<file path="src/rtl/mem_stage.sv">
// mem_stage: pipeline memory-access stage with a req/ack data port, a wait-state
// timeout, and the MEM/WB register that also serves as the MEMWB forwarding source.
//   clock, reset_n                 clock, asynchronous active-low reset
//   in_*                           EX/MEM register contents (held while stall=1)
//   stall                          freezes EX/MEM and all earlier stages
//   dmem_req/we/addr/be/wdata      data-memory request (word address, byte lanes)
//   dmem_ack/rdata                 completion strobe and read data
//   wb_*                           MEM/WB register (wb_exc: bit0 misaligned, bit1 bus error)
module mem_stage #(
    parameter int TIMEOUT = 64,
    parameter int CNT_W   = 7
) (
    input  logic        clock,
    input  logic        reset_n,
    input  logic        in_valid,
    input  logic [31:0] in_result,
    input  logic [31:0] in_store_data,
    input  logic        in_load,
    input  logic        in_store,
    input  logic [1:0]  in_size,
    input  logic        in_load_u,
    input  logic [4:0]  in_dest_reg,
    input  logic        in_dest_reg_valid,
    output logic        stall,
    output logic        dmem_req,
    output logic        dmem_we,
    output logic [31:0] dmem_addr,
    output logic [3:0]  dmem_be,
    output logic [31:0] dmem_wdata,
    input  logic        dmem_ack,
    input  logic [31:0] dmem_rdata,
    output logic        wb_valid,
    output logic [31:0] wb_result,
    output logic [4:0]  wb_dest_reg,
    output logic        wb_dest_reg_valid,
    output logic [1:0]  wb_exc
);
    typedef enum logic {IDLE, WAIT} state_t;
    state_t           state, state_nx;
    logic [CNT_W-1:0] cnt, cnt_nx;
    logic             mem_op, aligned, is_byte, is_half, timeout, ack_ok;
    logic [1:0]       exc;
    logic [7:0]       ld_b;
    logic [15:0]      ld_h;
    logic [31:0]      ld_val;

    assign is_byte = in_size == 2'b00;
    assign is_half = in_size == 2'b01;
    assign mem_op  = in_valid & (in_load | in_store);
    assign aligned = is_byte | (is_half & ~in_result[0]) | (~is_byte & ~is_half & in_result[1:0] == 2'b00);
    assign timeout = state == WAIT && cnt == CNT_W'(TIMEOUT);
    // Gated by reset_n so the request drops the instant reset is asserted.
    assign dmem_req   = reset_n & mem_op & aligned & ~timeout;
    assign dmem_we    = dmem_req & in_store;
    assign ack_ok     = dmem_req & dmem_ack;
    assign stall      = dmem_req & ~dmem_ack;
    assign exc        = {timeout, mem_op & ~aligned};
    assign dmem_addr  = {in_result[31:2], 2'b00};
    assign dmem_be    = is_byte ? 4'b0001 << in_result[1:0] : is_half ? (in_result[1] ? 4'b1100 : 4'b0011) : 4'b1111;
    assign dmem_wdata = is_byte ? {4{in_store_data[7:0]}} : is_half ? {2{in_store_data[15:0]}} : in_store_data;
    assign ld_b       = dmem_rdata[{in_result[1:0], 3'b000} +: 8];
    assign ld_h       = in_result[1] ? dmem_rdata[31:16] : dmem_rdata[15:0];
    assign ld_val     = is_byte ? {{24{~in_load_u & ld_b[7]}}, ld_b} : is_half ? {{16{~in_load_u & ld_h[15]}}, ld_h} : dmem_rdata;

    // WAIT is left whenever the stage stops stalling: ack, timeout, or a lost request.
    always_comb begin
        state_nx = state;
        cnt_nx   = cnt;
        if (state == IDLE) begin
            if (stall) begin
                state_nx = WAIT;
                cnt_nx   = CNT_W'(1);
            end
        end else if (!stall) begin
            state_nx = IDLE;
            cnt_nx   = '0;
        end else begin
            cnt_nx = cnt + CNT_W'(1);
        end
    end

    always_ff @(posedge clock or negedge reset_n) begin
        if (!reset_n) begin
            state             <= IDLE;
            cnt               <= '0;
            wb_valid          <= 1'b0;
            wb_result         <= '0;
            wb_dest_reg       <= '0;
            wb_dest_reg_valid <= 1'b0;
            wb_exc            <= '0;
        end else begin
            state <= state_nx;
            cnt   <= cnt_nx;
            if (stall) begin
                wb_valid          <= 1'b0;
                wb_dest_reg_valid <= 1'b0;
                wb_exc            <= '0;
            end else begin
                wb_valid          <= in_valid;
                wb_dest_reg       <= in_dest_reg;
                wb_result         <= (in_load & ack_ok) ? ld_val : in_result;
                wb_dest_reg_valid <= in_valid & in_dest_reg_valid & ~in_store & ~|exc;
                wb_exc            <= exc;
            end
        end
    end
endmodule

</file>
<file path="config.mk">
export PLATFORM = sky130hd
export DESIGN_NAME = mem_stage
export DESIGN_NICKNAME = d
export VERILOG_FILES = /design/src/rtl/mem_stage.sv
export SDC_FILE = /design/constraint.sdc
export NUM_CORES = 1
export LEC_CHECK = 0
export ABC_AREA = 1
export CAP_MARGIN = 10
export CORE_ASPECT_RATIO = 1.75
export CORE_UTILIZATION = 42
export CTS_CLUSTER_DIAMETER = 200
export DETAILED_ROUTE_END_ITERATION = 10
export PLACE_DENSITY_LB_ADDON = 0.1
export RECOVER_POWER = 50
export SLEW_MARGIN = 25
export SYNTH_ARGS = -nofsm -noshare
export SYNTH_HDL_FRONTEND = slang
export SYNTH_SLANG_ARGS = --single-unit
</file>
<file path="constraint.sdc">
create_clock -name clock -period 2.98 [get_ports clock]
set_input_delay 0.894 -clock clock [delete_from_list [all_inputs] [get_ports clock]]
set_output_delay 0.894 -clock clock [all_outputs]
set_load 0.02 [all_outputs]
</file>
# ---- Word-level counts from Yosys, hierarchy flattened
# Cells that the tools add are included.
dict set report op_classes {
  n_addsub 1
  multipliers 0
  div_mod_pow 0
  order_cmp 0
  eq_ne 2
  shift 2
  muxes 16
  n_bitwise 28
  n_reduce_logical 6
}
# op count
set ops {}
lappend ops {{2-to-1 mux 32 bit} 5}
lappend ops {{indexed part select 32 x 6 -> 8 bit} 1}
lappend ops {{2-to-1 mux 7 bit} 3}
lappend ops {{AND 1 bit} 17}
lappend ops {{2-to-1 mux 16 bit} 1}
lappend ops {{2-to-1 mux 4 bit} 3}
lappend ops {{NOT 1 bit} 8}
lappend ops {{adder 7 x 1 -> 7 bit (second input constant)} 1}
lappend ops {{equality test 7 bit (second input constant)} 1}
lappend ops {{logical NOT 2 bit} 2}
lappend ops {{left shift 1 x 2 -> 4 bit (first input constant)} 1}
lappend ops {{2-to-1 mux 1 bit} 3}
lappend ops {{bitwise OR 1 bit} 3}
lappend ops {{equality test 2 x 1 -> 1 bit (second input constant)} 1}
lappend ops {{2-to-1 mux 2 bit} 1}
lappend ops {{nonzero test 2 bit} 1}
lappend ops {{OR reduction 2 bit} 1}
lappend ops {{logical AND 1 bit} 1}
lappend ops {{logical NOT 1 bit} 1}
dict set report totals {
  ff_bits 49
  latchBits 0
  mem_bits_rw 0
  romBits 0
  in_bits 111
  elab_cells 62
  n_memories 0
}

# ---- Depth between registers and ports, before layout
dict set report logic_depth {
  depth_word 11
  ltp_mapped 11
  mapped_depth_nobuf 10
}

# ---- Worst setup path after synthesis
# Ideal clock, no wire load.
dict set report synth_timing {
  kind {input -> output}
  from {input in_size[1]}
  to {output dmem_wdata[24]}
  arrival_time_ns 1.853
  slack_ns 0.233
  stages 4
  path_buffers 1
  cell_sequence {inv_1 clkbuf_1 nand2_1 o211ai_1}
}
dict set report synth_between {
  elab_chain_len 3
}
# item line
set synth_rtl {}
lappend synth_rtl {{start: declaration} 20} ;# input logic [1:0] in_size,
lappend synth_rtl {{equality test 2 x 1 -> 1 bit} 48} ;# assign is_half = in_size == 2'b01;
lappend synth_rtl {{2-to-1 mux 32 bit} 60} ;# assign dmem_wdata = is_byte ? {4{in_store_data[7:0]}} : is_half ? {2{in_store_data[15:0]}} : in_store_data;
lappend synth_rtl {{2-to-1 mux 32 bit (*)} 60}
lappend synth_rtl {{end: declaration} 29} ;# output logic [31:0] dmem_wdata,
# Mark *: on every way between the ends. The rest lies on a longest branch, timed or not.

# ---- Worst setup path after layout
dict set report layout_timing {
  from {input in_store_data[4]}
  to {output dmem_wdata[4]}
}
dict set report layout_between {
  elab_chain_len 2
}
# item line
set layout_rtl {}
lappend layout_rtl {{start: declaration} 17} ;# input logic [31:0] in_store_data,
lappend layout_rtl {{2-to-1 mux 32 bit} 60}
lappend layout_rtl {{2-to-1 mux 32 bit (*)} 60}
# Marks and branches as above.

==> metrics.txt <==
IO buf count=220; maximum clock frequency=0.340 GHz; die span in x=74.5 um; Final Hold Viols=0; sequential area share after synthesis=31.7%; htree depth=2; synthesized area per cell=~6.4 um^2; Max Cap Viol=0; gr usage total=29.5%; max incr delay on CP=around 630 ps; setup_tns=0 ps; grt ovf=0; initial antenna violation count=0; Synth area leaders=dfrtp_1 32%, nand2_1 24%, buf_4 9.7%, nand3_1 7.6%, inv_1 5.6%; core box area=8980 um^2; Die Span Y=about 130 um; Largest register FFs=32; fill count=about 850; Slew @ Worst Pin=1230 ps; Ys Warns=0; 1st-iter DRT viols=around 210; number of global-route vias before repair=approximately 4600; worst hold slack=approximately 460 ps; Required @ worst endpoint=about 2100 ps; max_slew headroom=between 10% and 20%; hold endpoint=wb_dest_reg[1]$_DFFE_PN0N_; power consumption=2.07 mW; cell taking the most area after synthesis=dfrtp_1; RR Startpoint=cnt[0]$_DFFE_PN0P_; DR WL/cell=15.4 um; post-cts hold buffer count=0; Inserted Diodes=0; Worst Hold Depth=2; clock-pin transition on the worst setup and hold timing paths=60 ps; worst hold path class=register to register; Buffers & Inverters on Critical Path=2; Post-DP HPWL=around 11 mm; first-pass GRT wire length=21.5 mm; Num CTS Buffers=5; cell repeated most along the worst path=clkdlybuf4s50_1; Worst Setup End Kind=output port; crit path DAT=about 2000 ps; Ports=roughly 220; leakage power=3.11 nW; Synth Cell Area=between 3000 and 4000 um^2; via count=around 4700; flops & latches, synth=49; slowest stage cell on the critical path=clkdlybuf4s50_1; most numerous cell in the Yosys netlist=nand2_1; RSZ-0062 raised after global routing=false; area delta synth->final=59.4%; clk_lat worst skew=300 ps; maximum vdd ir drop=~0.00027 V; Syn Inst Count=between 600 and 700; Critical Path Fanout Max=3; number of cells on the worst reg-to-reg path=12; outcome=completed; clock root buffer=clkbuf_16; crit path cell chain=clkdlybuf4s50_1, clkdlybuf4s50_1; Final ANT Viol Nets=0; final core utilization=68.6%; prevailing post-synth register cell=dfrtp_1; number of synthesized flops with an enable pin=0; remaining routing DRC violations=0; DRT Pass-1 Iters=5; CTS tree=built; Final nets=just over 900; Rows=46; share of cells above drive strength 1=around a tenth; pre-CTS WS=-573 ps; Pins Over Slew Limit=0; Final Cycle Share=a little over nine tenths; WL final=around 14 mm; min cycle time layout=between 2000 and 3000 ps; final worst slack=between 30 and 40 ps; Synth cell types=28; GP Congestion=approximately 0.87; Sink Count=49; Initial Util=between 40% and 50%; Die Area=between 9000 and 10000 um^2; top cells by count, synth=252 x nand2_1, 59 x nand3_1, 58 x inv_1; Clock Skews=between 6 and 7 ps; Setup crit start kind=input port; Yosys top cell area share=a little under a third; Setup Crit Path Kind=input port to output port; reg2reg setup slack=approximately 540 ps; reg2reg end=wb_result[7]$_DFFE_PN0N_; CP delay by family, top=buffers and inverters; Clock Path Buffers=2; hold path start=wb_dest_reg[1]$_DFFE_PN0N_; Setup Viol. Count Final=0; largest net degree at the start of global routing=50; Vias/cell=around 5; P per Cell Area=between 300 and 400 nW/um^2; Synth async-reset ratio=between 90% and 100%
[cell families (layout without fill, tap and decap cells)]
kind of cell	Yosys count	count (layout)	synth area share [%]
xor+xnor	5	5	1.13
other cells	1	2	0.0970
flops	49	49	31.7
simple gates	343	344	37.5
fa+ha+maj	2	2	0.647
compound gates	70	70	10.2
buf+inv	134	329	18.7
[where the power goes]
part	internal, mW	switching [mW]	leakage, nW
clock	0.330	0.237	0.0700
sequential	0.712	0.0286	0.595
combinational	0.360	0.403	2.45
total	1.40	0.669	3.11
[per-layer routing]
| layer | vias to the layer above | GRT usage (%) | routed length [um] |
|---|---|---|---|
| met2 | 249 | 54.8 | 7700 |
| met4 | 0 | 15.0 | 654 |
| met5 | - | 0 | 0 |
| met1 | 2162 | 29.9 | 4790 |
| li1 | 2253 | - | - |
| met3 | 38 | 5.79 | 1050 |
[timing repair]
item | 4_1_cts | 5_1_grt
resized for setup | 89 | 7
setup buffers | 5 | 0
cloned | 1 | 1
endpoints found under the setup margin | 33 | 4
pin swaps | 4 | 3
[worst max-delay path by stage]
stage          slack [ps]        endpoint  cells past startpoint        startpoint
4_1_cts                 1   dmem_wdata[5]                      2  in_store_data[5]
6_report               40   dmem_wdata[4]                      2  in_store_data[4]
5_1_grt                 1      dmem_be[0]                      7        in_size[0]
3_3_place_gp         -540           stall                      8        in_size[1]
2_1_floorplan         230  dmem_wdata[24]                      4        in_size[1]
3_5_place_dp         -570           stall                      8        in_size[1]
[final cells by class]
type                       count  area [um^2]  area share (%)
sequential                    49         1230            19.9
clock buffer                   7          143            2.31
multi-input combinational    423         1950            31.6
timing repair buffer         259         2460            39.9
tap                          120          150            2.44
inverter                      63          236            3.84
[metrics by stage]
stage | instances | cell area (um^2)
CTS | 920 | 6160
finish | 921 | 6160
detailed placement | 907 | 6010
global placement | 907 | 6010
global route | 921 | 6160
floorplan | 605 | 3870
[placed cells by master (no fill, tap or decap), types with 9 or more instances in the layout]
master           count
dlygate4sd2_1       23
inv_1               57
nand2_1            252
dlygate4sd3_1       41
nand3_1             58
buf_2               10
a21oi_1              9
buf_4               28
o21ai_0             41
clkdlybuf4s50_1    136
o211ai_1            14
dfrtp_1             49
nor2_1               9
No activity file was read; power rests on OpenSTA's default activity.
==> RTL edit, RTL diff (same settings) <==
Set the parameter `CNT_W` to 5 (it was 7).
--- a/src/rtl/mem_stage.sv
+++ b/src/rtl/mem_stage.sv
@@ -8,7 +8,7 @@
 //   wb_*                           MEM/WB register (wb_exc: bit0 misaligned, bit1 bus error)
 module mem_stage #(
     parameter int TIMEOUT = 64,
-    parameter int CNT_W   = 7
+    parameter int CNT_W   = 5
 ) (
     input  logic        clock,
     input  logic        reset_n,
Formal check against the unedited RTL: no difference found for any inputs over 10 cycles, from zero or initial values and one cycle with reset_n low; that may be too few to reach the edited logic, so the function may still have changed.
==> RTL edit against the unedited design <==
  * Setup slack got worse by 0.021 ns
  * Final area fell by 1.9%
  * Total power rose by 3.7%
  * Non-clock buffer count fell by 9
  * Cell count fell by 1.3%
  * Routed wire length fell by 5.2%
  * Largest power group unchanged
  * Largest cell class unchanged
  * Sequential cell count fell by 2
  * Global-route usage fell by 0.61 points
  * Synthesized area fell by 2.7%
  * Synthesized cell count fell by 0.17%
==> RTL edit: results (changes against the unedited design) <==
Netlist cell types: 25 (-11%)
Clock buffer depth: 2 (unchanged)
Crit-path max cell delay: 0.64 ns
Nets: 904 (-1.1%)
CP arrival: 2.07 ns (+0.02 ns)
DP HPWL: 10600 µm (-2.2%)
Crit share post-route: 0.994 (+0.00701)
Synth warn: 0 (unchanged)
First-pass GRT wire length: 20700 µm (-4.0%)
Worst-path fanout max: 3 (unchanged)
Routing usage on met3: 0.0489 (-0.00905)
Top cells by count, synth: nand2_1, dfrtp_1, buf_4
Internal power: 1.45 mW (+3.4%)
Pleak: 3.14 nW (+0.90%)
Met1 global-route usage: 0.290 (-0.00931)
Clock skew: 0.00573 ns (-0.000810 ns)
Pin count of the biggest net entering global routing: 48 (-4.0%)
Gr usage total: 0.289 (-0.00606)
M1 WL: 4680 µm (-2.3%)
Number of global-route vias before repair: 4417 (-3.1%)
Worst slew pin tran: 1.19 ns (-0.0348 ns)
Top FF cell, synth: dfrtp_1
Met2 wire length: 7370 µm (-4.3%)
Setup bufs post-CTS: 0 (-5)
Max VDD drop: 226 µV (-17%)
CTS Root Cell: clkbuf_16
Crit-path slowest cell: clkdlybuf4s50_1
Area contributors post-synth: dfrtp_1, nand2_1, buf_4, inv_1, nand3_1
Grt met2 use: 0.553 (+0.00520)
Initial DRC count: 238 (+14%)
Drt first pass iters: 5 (unchanged)
Vias post-DR: 4542 (-3.4%)
Met3 WL: 956 µm (-9.0%)
Status: complete, no violations
Port Buffers: 220 (unchanged)
DRT Wirelength: 13500 µm (-5.2%)
Min-Delay Path Class: register to register
Post-cts resize count: 122 (+37%)
Worst-path clk slew: 0.07 ns
Layout cells sized above 1: 0.101 (-0.00261)
Register area share after synthesis: 0.313 (-0.00465)
Place WS: -0.763 ns (-0.190 ns)
Global placer's final weighted congestion: 0.905 (+4.0%)
[RTL edit: changes by cell type after synthesis, sizes merged, moves of 3 or more]
cell / before / now
o211ai: 14 / 17
xor2: 5 / 2
nand4: 5 / 1
nand3: 61 / 33
o21ai: 44 / 25
nor3: 4 / 1
nand2: 257 / 310
nand3b: 1 / 17
inv: 63 / 48
a21oi: 11 / 15
[RTL edit: kinds of logic after synthesis]
family,share of synthesized area
flops,0.313
xor+xnor,0.00698
other cells,0.000996
compound gates,0.0871
fa+ha+maj,0.00665
buf+inv,0.172
simple gates,0.414
[RTL edit: layout make-up]
cell class              count  area, µm²
clock buffers               5        125
clock inverters             3       46.3
fillers                   784       2620
inverters                  48        190
multi-input cells         439       1980
flip-flops and latches     47       1180
well taps                 117        146
repair buffers            250       2390
[RTL edit: power groups by stage]
stage	logic [mW]	registers, mW	clock network [mW]
floorplan	0.334	0.775	0
global placement	0.793	0.724	0
detailed placement	0.804	0.726	0
CTS	0.788	0.714	0.667
global route	0.834	0.719	0.687
finish	0.773	0.712	0.661
[RTL edit: path summary, 6_finish.rpt]
check,start,endpoint,slack (ns),cells after the start
max reg2reg,cnt[0],cnt[2],0.67,12
max in group asynchronous,reset_n,wb_result[3],1.17,2
min,wb_dest_reg[3],wb_dest_reg[3],0.47,2
min reg2reg,wb_dest_reg[3],wb_dest_reg[3],0.47,2
max,in_store_data[0],dmem_wdata[0],0.02,2
min in group asynchronous,reset_n,wb_result[25],1.09,2
[RTL edit: metrics by stage]
step,area (µm²),util,instances
6_report,6050,0.698,909
2_1_floorplan,3770,-,604
4_1_cts,6030,0.696,907
3_5_place_dp,5910,0.682,899
3_3_place_gp,5910,0.682,899
5_1_grt,6050,0.698,909
